## config.mk

```make
export PLATFORM = sky130hd
export DESIGN_NAME = debouncer_multi
export DESIGN_NICKNAME = d
export VERILOG_FILES = /design/src/rtl/debounce_pkg.sv /design/src/rtl/debounce_tick_gen.sv /design/src/rtl/debouncer_multi.sv
export SDC_FILE = /design/constraint.sdc
export NUM_CORES = 1
export LEC_CHECK = 0
export ABC_AREA = 1
export BUFFER_PORTS_ARGS = -buffer_cell sky130_fd_sc_hd__clkbuf_2
export CAP_MARGIN = 15
export CORE_UTILIZATION = 35
export DETAILED_ROUTE_END_ITERATION = 12
export PLACE_DENSITY = 0.57
export SLEW_MARGIN = 20
export SYNTH_ARGS = -nofsm -noshare
export SYNTH_HDL_FRONTEND = slang
export SYNTH_SLANG_ARGS = --single-unit
```

## constraint.sdc

```tcl
create_clock -name clk -period 1.7 [get_ports clk]
set_input_delay 0.085 -clock clk [delete_from_list [all_inputs] [get_ports clk]]
set_output_delay 0.085 -clock clk [all_outputs]
set_load 0.05 [all_outputs]
```

## src/rtl/debounce_pkg.sv

```systemverilog
// Shared definitions for the multi-channel debouncer: channel FSM states,
// sample-tick period calculation and synchroniser depth.
package debounce_pkg;

   typedef enum logic [1:0] {
      ZERO  = 2'd0,
      WAIT1 = 2'd1,
      ONE   = 2'd2,
      WAIT0 = 2'd3
   } db_state_t;

   // Number of flops between the raw switch pin and the channel FSM
   localparam int SYNC_DEPTH = 2;

   // Sample-tick period in clk cycles (integer MHz times microseconds)
   function automatic int tick_cycles(input int clk_freq, input int sample_us);
      return (clk_freq / 1_000_000) * sample_us;
   endfunction

endpackage

```

## src/rtl/debounce_tick_gen.sv

```systemverilog
// Free-running sample-tick generator shared by all debouncer channels.
// tick is high for one cycle every TICK_CYC cycles; the first tick is
// consumed on the TICK_CYC-th rising edge after reset release.
module debounce_tick_gen
   import debounce_pkg::*;
#(
   parameter int CLK_FREQ  = 100_000_000,
   parameter int SAMPLE_US = 5000
) (
   input  logic clk,
   input  logic reset_n,
   output logic tick
);

   localparam int TICK_CYC = tick_cycles(CLK_FREQ, SAMPLE_US);
   localparam int CNT_W    = (TICK_CYC < 2) ? 1 : $clog2(TICK_CYC);
   localparam logic [CNT_W-1:0] CNT_LAST = CNT_W'(TICK_CYC - 1);

   if (TICK_CYC < 2) begin : g_bad_tick
      $error("debounce_tick_gen: sample period shorter than 2 clk cycles");
   end

   logic [CNT_W-1:0] r_cnt;

   // Period counter, wraps from TICK_CYC-1 back to 0
   always_ff @(posedge clk or negedge reset_n) begin
      if (!reset_n) begin
         r_cnt <= '0;
      end else if (r_cnt == CNT_LAST) begin
         r_cnt <= '0;
      end else begin
         r_cnt <= r_cnt + 1'b1;
      end
   end

   assign tick = (r_cnt == CNT_LAST);

endmodule

```

## src/rtl/debouncer_multi.sv

```systemverilog
// N-channel press/release switch debouncer.
// Each channel: 2-flop synchroniser, 4-state FSM clocked by a shared sample
// tick, registered level output plus one-cycle rise/fall pulses.
// Optional long-press detection is built when DEBOUNCER_LONG_PRESS_EN is
// defined; otherwise long_press is tied to 0.
module debouncer_multi
   import debounce_pkg::*;
#(
   parameter int N_CH       = 4,
   parameter int CLK_FREQ   = 100_000_000,
   parameter int SAMPLE_US  = 5000,
   parameter int DB_TICKS   = 2,
   parameter int LONG_TICKS = 200
) (
   input  logic            clk,
   input  logic            reset_n,
   input  logic [N_CH-1:0] sw,
   output logic [N_CH-1:0] db,
   output logic [N_CH-1:0] rise,
   output logic [N_CH-1:0] fall,
   output logic [N_CH-1:0] long_press
);

   localparam int CNT_W = $clog2(DB_TICKS + 1);
   localparam logic [CNT_W-1:0] CNT_LAST = CNT_W'(DB_TICKS - 1);

   if (N_CH < 1 || DB_TICKS < 1 || LONG_TICKS < 1) begin : g_bad_param
      $error("debouncer_multi: N_CH, DB_TICKS and LONG_TICKS must be >= 1");
   end

   logic [SYNC_DEPTH-1:0][N_CH-1:0] r_sync;
   logic [N_CH-1:0]                 w_s;
   logic                            w_tick;

   // Two-stage synchroniser for every raw switch input
   always_ff @(posedge clk or negedge reset_n) begin
      if (!reset_n) begin
         r_sync <= '0;
      end else begin
         r_sync <= {r_sync[SYNC_DEPTH-2:0], sw};
      end
   end

   assign w_s = r_sync[SYNC_DEPTH-1];

   debounce_tick_gen #(
      .CLK_FREQ  (CLK_FREQ),
      .SAMPLE_US (SAMPLE_US)
   ) u_tick_gen (
      .clk     (clk),
      .reset_n (reset_n),
      .tick    (w_tick)
   );

   for (genvar g = 0; g < N_CH; g++) begin : g_ch
      db_state_t        r_state;
      logic [CNT_W-1:0] r_cnt;
      logic             r_db;
      logic             r_rise;
      logic             r_fall;
      logic             w_release_done;

      // Release has been stable long enough: this cycle leaves the held region
      assign w_release_done = (r_state == WAIT0) && !w_s[g] && w_tick &&
                              (r_cnt == CNT_LAST);

      // Channel FSM with registered level and edge pulses
      always_ff @(posedge clk or negedge reset_n) begin
         if (!reset_n) begin
            r_state <= ZERO;
            r_cnt   <= '0;
            r_db    <= 1'b0;
            r_rise  <= 1'b0;
            r_fall  <= 1'b0;
         end else begin
            r_rise <= 1'b0;
            r_fall <= 1'b0;
            case (r_state)
               ZERO: begin
                  if (w_s[g]) begin
                     r_state <= WAIT1;
                     r_cnt   <= '0;
                  end
               end
               WAIT1: begin
                  if (!w_s[g]) begin
                     r_state <= ZERO;
                  end else if (w_tick) begin
                     if (r_cnt == CNT_LAST) begin
                        r_state <= ONE;
                        r_db    <= 1'b1;
                        r_rise  <= 1'b1;
                     end else begin
                        r_cnt <= r_cnt + 1'b1;
                     end
                  end
               end
               ONE: begin
                  if (!w_s[g]) begin
                     r_state <= WAIT0;
                     r_cnt   <= '0;
                  end
               end
               WAIT0: begin
                  if (w_s[g]) begin
                     r_state <= ONE;
                  end else if (w_release_done) begin
                     r_state <= ZERO;
                     r_db    <= 1'b0;
                     r_fall  <= 1'b1;
                  end else if (w_tick) begin
                     r_cnt <= r_cnt + 1'b1;
                  end
               end
               default: begin
                  r_state <= ZERO;
               end
            endcase
         end
      end

      assign db[g]   = r_db;
      assign rise[g] = r_rise;
      assign fall[g] = r_fall;

`ifdef DEBOUNCER_LONG_PRESS_EN
      localparam int HOLD_W = $clog2(LONG_TICKS + 1);
      localparam logic [HOLD_W-1:0] HOLD_MAX = HOLD_W'(LONG_TICKS);

      logic [HOLD_W-1:0] r_hold;
      logic              r_long;

      // Hold-time counter: counts ticks while held, saturates, fires once
      always_ff @(posedge clk or negedge reset_n) begin
         if (!reset_n) begin
            r_hold <= '0;
            r_long <= 1'b0;
         end else begin
            r_long <= 1'b0;
            if ((r_state == ONE || r_state == WAIT0) && !w_release_done) begin
               if (w_tick && (r_hold != HOLD_MAX)) begin
                  r_hold <= r_hold + 1'b1;
                  if (r_hold == HOLD_MAX - 1'b1) begin
                     r_long <= 1'b1;
                  end
               end
            end else begin
               r_hold <= '0;
            end
         end
      end

      assign long_press[g] = r_long;
`else
      assign long_press[g] = 1'b0;
`endif
   end

endmodule

```

==> results of run 1 <==
==> per-layer routing <==
layer	GRT usage	wire, um
met1	0.208	2890
met4	0.0295	28
met5	0	0
met3	0.0243	191
met2	0.214	2400
==> power by group <==
part | switching (mW) | total (mW) | internal [mW] | leakage (nW)
Clock | 0.422 | 0.711 | 0.289 | 0.0412
Sequential | 0.0537 | 1.44 | 1.39 | 0.715
Combinational | 0.238 | 0.368 | 0.130 | 0.921
==> logic make-up (layout without fill, tap and decap cells) <==
group	after synthesis	count (layout)
simple gates	192	192
buf+inv	82	106
flops	55	55
compound gates	25	25
xor+xnor	8	8
fa+ha+maj	5	5
other cells	1	4
==> Yosys cell counts (all sizes together), types with 2 or more instances <==
master / number
nand3: 28
clkinv: 2
nand4: 9
nor4: 4
nand2: 81
ha: 5
o21ai: 17
nor2: 56
dfrtp: 55
a21oi: 7
buf: 19
inv: 61
nor3: 11
or2: 2
xor2: 5
xnor2: 3
==> state kept, by name, summed over array words and instances (netlist names), named ones only <==
name / flops
g_ch.r_cnt: 8
g_ch.r_db: 4
g_ch.r_fall: 4
g_ch.r_rise: 4
g_ch.r_state: 4
r_sync: 4
u_tick_gen.r_cnt: 19
w_s: 4
==> cells in the final DEF (no fill, tap or decap), drive strengths merged, types with 4 or more instances in the layout <==
cell type,Yosys,final
dfrtp,55,55
ha,5,5
xor2,5,5
conb,1,4
buf,19,13
clkbuf,0,23
nand4,9,9
o21ai,17,17
nor2,56,56
inv,61,61
dlygate4sd3,0,5
nor4,4,4
nor3,11,11
a21oi,7,7
nand2,81,81
nand3,28,28
==> final cells by class <==
cell class / instances / area [um^2] / share of cell area
Clock buffer: 6 / 72.6 / 0.0219
Clock inverter: 2 / 12.5 / 0.00377
Sequential cell: 55 / 1380 / 0.415
Multi-Input combinational cell: 234 / 1240 / 0.373
Inverter: 63 / 243 / 0.0732
Timing Repair Buffer: 35 / 245 / 0.0739
Tap cell: 105 / 131 / 0.0396
==> worst paths after layout <==
check,slack (ns),from,cells past startpoint,to
max,0.06,u_tick_gen.r_cnt[1],9,g_ch[1].r_db
min,0.29,reset_n,2,u_tick_gen.r_cnt[2]
max reg2reg,0.06,u_tick_gen.r_cnt[1],9,g_ch[1].r_db
min reg2reg,0.35,r_sync[3],0,w_s[3]
max in group asynchronous,0.84,reset_n,3,u_tick_gen.r_cnt[8]
min in group clk,0.35,r_sync[3],0,w_s[3]
==> what timing repair did <==
action	in CTS	in global routing
hold endpoints to repair	23	0
hold buffers	5	0
setup endpoints to repair	0	12
buffers inserted	0	0
gates resized for setup	0	9
==> critical path: stages (launching register included) <==
cell and delay (ns):
dfrtp_1 0.42, ha_4 0.17, nand3_4 0.10, clkinv_2 0.09, nand3_2 0.10, nor2_4 0.21
buf_4 0.19, o21ai_0 0.08, o21ai_1 0.12, nand2_1 0.06
==> stage by stage <==
step,std cells,hold WS (ns),worst slack [ns],utilization
after floorplan,371,-0.211,0.106,-
after global placement,487,0.104,0.110,0.383
after detailed placement,487,0.106,0.0623,0.383
after CTS,500,0.313,0.0603,0.399
after global routing,500,0.357,-0.0617,0.404
final,500,0.291,0.0641,0.404
==> reports/metrics.cfg, run 1 <==
[synthesis]
yosysTopAreaCell = dfrtp_1
ys_ff_latch = 55
seq_area_frac_synth = 0.465
ys_top_cells_by_area = dfrtp_1 47%, nand2_1 9.9%, inv_1 7.7%
async_flop_share = 1.00
synth-simple-area-share = 0.303
synth_top_area_frac = 0.465
netlist_area_mm2 = 0.00296
synth_edf_count = 0
yosys.area_share.xor_xnor = 0.0237
synth_compound_area_frac = 0.0520
synth_cell_types = 33
synth-warning-count = 0
avgSynthCellArea_um2 = 8.04
synth_fa_ha_area_frac = 0.0212
synth_flop_cell = dfrtp_1
syn_inst = 368
synth_top_family_by_area = simple AND/OR/NAND/NOR gates
synth_mux_area_frac = 0

[critical_path]
critPathMaxFanout = 7
crit_type = flop to flop
worstPathArrival_ns = 1.83
end_kind = flop
cp-start-kind = flop
required_ns = 1.89

[floorplan]
core_mm2 = 0.00822
start_util = 0.360
die_height_um = 93.9
die_w_um = 93.9
rows = 33
io_pins = 22
die-area_mm2 = 0.00882

[place]
gp_congestion = 0.889
io_buffers = 17
placed_cell_area_mm2 = 0.00314
dpl.hpwl_um = 4290

[timing]
maxSlewViolCount = 0
worstMarginPinSlew_ns = 0.554
skew_ns = 0.00723
setup_tns_ns = 0
finalHoldViolCount = 0
timing.final.crit_share = 0.962
clock.fmax_ghz = 0.611
setup_viol = 0
relSlewSlack = 0.631
rsz0062_at_grt = yes
min_period_ns = 1.64

[global_route]
grt_pass1_vias = 2140
grt_max_degree = 26
antenna_found_initial = 0
track_usage = 0.140
overflow = 0
grt_pass1_wl_um = 9760

[layout]
nFillCells = 834
num_antenna_cells = 0
stdcell_area_mm2 = 0.00332
nNetsFinal = 405
layout-drive-gt1-share = 0.165
syn2layout_area_growth_pct = 12.2

[drt]
antenna_left = 0
wl_per_cell_um = 11.0
route.vias.total = 2262
viasPerCell = 4.52
routed_wl_um = 5500
drtIter0Drc = 116
first_pass_iters = 4
route.detailed.drc = 0

[power_and_ir_drop]
irDropWorstVdd_uv = 410
power_leakage_nw = 1.68
finalPower_mw = 2.52
p_per_area_mw_per_mm2 = 759

[flow_run]
drv_cap = 0

[clocking]
cts_tree = done
cts_made_buffers = 5
path_clk_slew_ns = 0.10
clock-sinks = 55
clockBufferDepth = 2
htreeDepth = 2
clk-insertion-delay-late_ns = 0.30
clockRootBuffer = clkbuf_8

[min_path]
min_path_type = input pin to asynchronous set/reset pin

[outcome]
status = finished clean

(Power assumes the default switching activity.)
==> run 2, diff against run 1 <==
--- a/config.mk
+++ b/config.mk
@@ -10,7 +10,7 @@
 export CAP_MARGIN = 15
 export CORE_UTILIZATION = 35
 export DETAILED_ROUTE_END_ITERATION = 12
-export PLACE_DENSITY = 0.57
+export PLACE_DENSITY_LB_ADDON = 0.3
 export SLEW_MARGIN = 20
 export SYNTH_ARGS = -nofsm -noshare
 export SYNTH_HDL_FRONTEND = slang
==> run 2 against run 1 <==
Against the previous run: sequential share of layout area shrank 1.6 points; first-iteration DRC count shrank 3.4%; register-to-register slack is essentially flat; critical path type unchanged; via count is 2.9% higher; critical endpoint is now g_ch[2].r_db; largest cell class unchanged.
==> reports/metrics.cfg, run 2 (synthesis gave the netlist of run 1 again) <==
[timing]
skew_ns = 0.00521
maxSlewViolCount = 0
clock.fmax_ghz = 0.615
layout_setup_ws_ns = 0.0727
finalHoldViolCount = 0
setup_viol = 0
min_period_ns = 1.63
timing.final.crit_share = 0.957
rsz0062_at_grt = yes

[critical_path]
worstPathArrival_ns = 1.87
reg2reg_slack_ns = 0.07
r2r-start = u_tick_gen.r_cnt[1]
crit_family = simple AND/OR/NAND/NOR gates
rr_worst_depth = 10
worstPathBufferInverterCount = 4
crit_type = flop to flop
required_ns = 1.95
cp.depth = 10
crit_chain = ha_2 -> nand3_4 -> inv_4 -> nand3_4 -> nor2_4 -> buf_12 -> buf_12 -> buf_4 -> nand4_1 -> nand2_1
r2r-end = g_ch[2].r_db
cp-start-kind = flop
slowest_delay_ns = 0.38
crit_slowest_cell = dfrtp_1
critPathMaxFanout = 7
end_kind = flop

[power_and_ir_drop]
switching_share = 0.276
seq_power_share = 0.552
irDropWorstVdd_uv = 438
power_leakage_nw = 1.73
net-switching-power_mw = 0.721
p_per_area_mw_per_mm2 = 755
finalPower_mw = 2.61
clkPwrFrac = 0.303
p_int_mw = 1.89
combPwrFrac = 0.145

[drt]
route.detailed.drc = 0
antenna_left = 0
routed_wl_um = 5770
drtIter0Drc = 112
viasPerCell = 4.59
wl_per_cell_um = 11.4
route.vias.total = 2327
first_pass_iters = 4

[floorplan]
rows = 33
core_mm2 = 0.00822
die_height_um = 93.9
die_w_um = 93.9
die-area_mm2 = 0.00882
start_util = 0.360
io_pins = 22

[layout]
regMostFlops = u_tick_gen.r_cnt
final_common_cell = nand2_1
nNetsFinal = 412
num_antenna_cells = 0
final_cells = 507
layout_common_cells = 77 x nand2_1, 60 x inv_1, 53 x dfrtp_1
largestRegisters = u_tick_gen.r_cnt x19, g_ch.r_cnt x8
layout-drive-gt1-share = 0.197
syn2layout_area_growth_pct = 17.0
largest_reg_flops = 19
stdcell_area_mm2 = 0.00346

[clocking]
cts_tree = done
clockRootBuffer = clkbuf_8
cts_made_buffers = 5
path_clk_slew_ns = 0.10
htreeDepth = 2
clock-sinks = 55
clk-insertion-delay-late_ns = 0.30
clockBufferDepth = 2

[global_route]
track_usage = 0.143
grt_pass1_vias = 2188
antenna_found_initial = 0
grt_pass1_wl_um = 9870
grt_max_degree = 47
overflow = 0

[place]
pre_cts_slack_ns = 0.0867
gp_congestion = 0.882
placed_cell_area_mm2 = 0.00315
dpl.hpwl_um = 4260
post-place-cells = 486
io_buffers = 17

[flow_run]
drv_cap = 0

[min_path]
min_path_type = input pin to asynchronous set/reset pin

[outcome]
status = finished clean

run 2: worst max path at each step:
stage                          from          endpoint  slack (ns)
2_1_floorplan   u_tick_gen.r_cnt[0]      g_ch[1].r_db        0.11
3_3_place_gp   u_tick_gen.r_cnt[10]      g_ch[3].r_db        0.12
3_5_place_dp    u_tick_gen.r_cnt[1]  g_ch[2].r_cnt[1]        0.09
4_1_cts         u_tick_gen.r_cnt[1]  g_ch[2].r_cnt[1]        0.07
5_1_grt         u_tick_gen.r_cnt[1]  g_ch[0].r_cnt[0]       -0.06
6_report        u_tick_gen.r_cnt[1]      g_ch[2].r_db        0.07
run 2: metrics by stage:
| step | utilization | hold WS, ns | setup TNS [ns] |
|---|---|---|---|
| 2_1_floorplan | - | -0.211 | 0 |
| 4_1_cts | 0.402 | 0.198 | 0 |
| 5_1_grt | 0.421 | 0.192 | -0.336 |
| 6_report | 0.421 | 0.183 | 0 |
| 3_3_place_gp | 0.383 | -0.0293 | 0 |
| 3_5_place_dp | 0.383 | -0.0285 | 0 |
run 2: worst register-to-register path: cells and delay by family, from the launching register on:
family                   cells  cell delay (ns)
AND/OR/NAND/NOR              5             0.53
flip-flops                   1             0.38
buffers and inverters        4             0.43
adder cells (fa/ha/maj)      1             0.22
run 2: power by group through the flow:
stage | combinational (mW) | clock, mW | sequential [mW]
global route | 0.441 | 0.864 | 1.45
finish | 0.379 | 0.790 | 1.44
CTS | 0.372 | 0.820 | 1.44
detailed placement | 0.363 | 0 | 1.47
global placement | 0.348 | 0 | 1.47
floorplan | 0.298 | 0 | 1.45
run 2: layout make-up:
type / instances / area (um^2)
fillers: 818 / 4760
flip-flops and latches: 55 / 1380
multi-input cells: 234 / 1270
repair buffers: 42 / 327
inverters: 63 / 244
well taps: 105 / 131
clock buffers: 7 / 96.3
clock inverters: 1 / 7.51
run 2: timing repair:
action,in CTS,in global routing
hold endpoints to repair,59,0
gates resized for setup,0,23
endpoints found under the setup margin,0,13
hold buffers,5,0
buffers inserted,0,8
run 2: metal layers:
metal	up-vias	global-route usage	share of wire
li1	1188	-	-
met1	1098	0.187	0.47
met2	36	0.238	0.49
met3	5	0.0243	0.026
met4	0	0.0462	0.012
met5	-	0	0
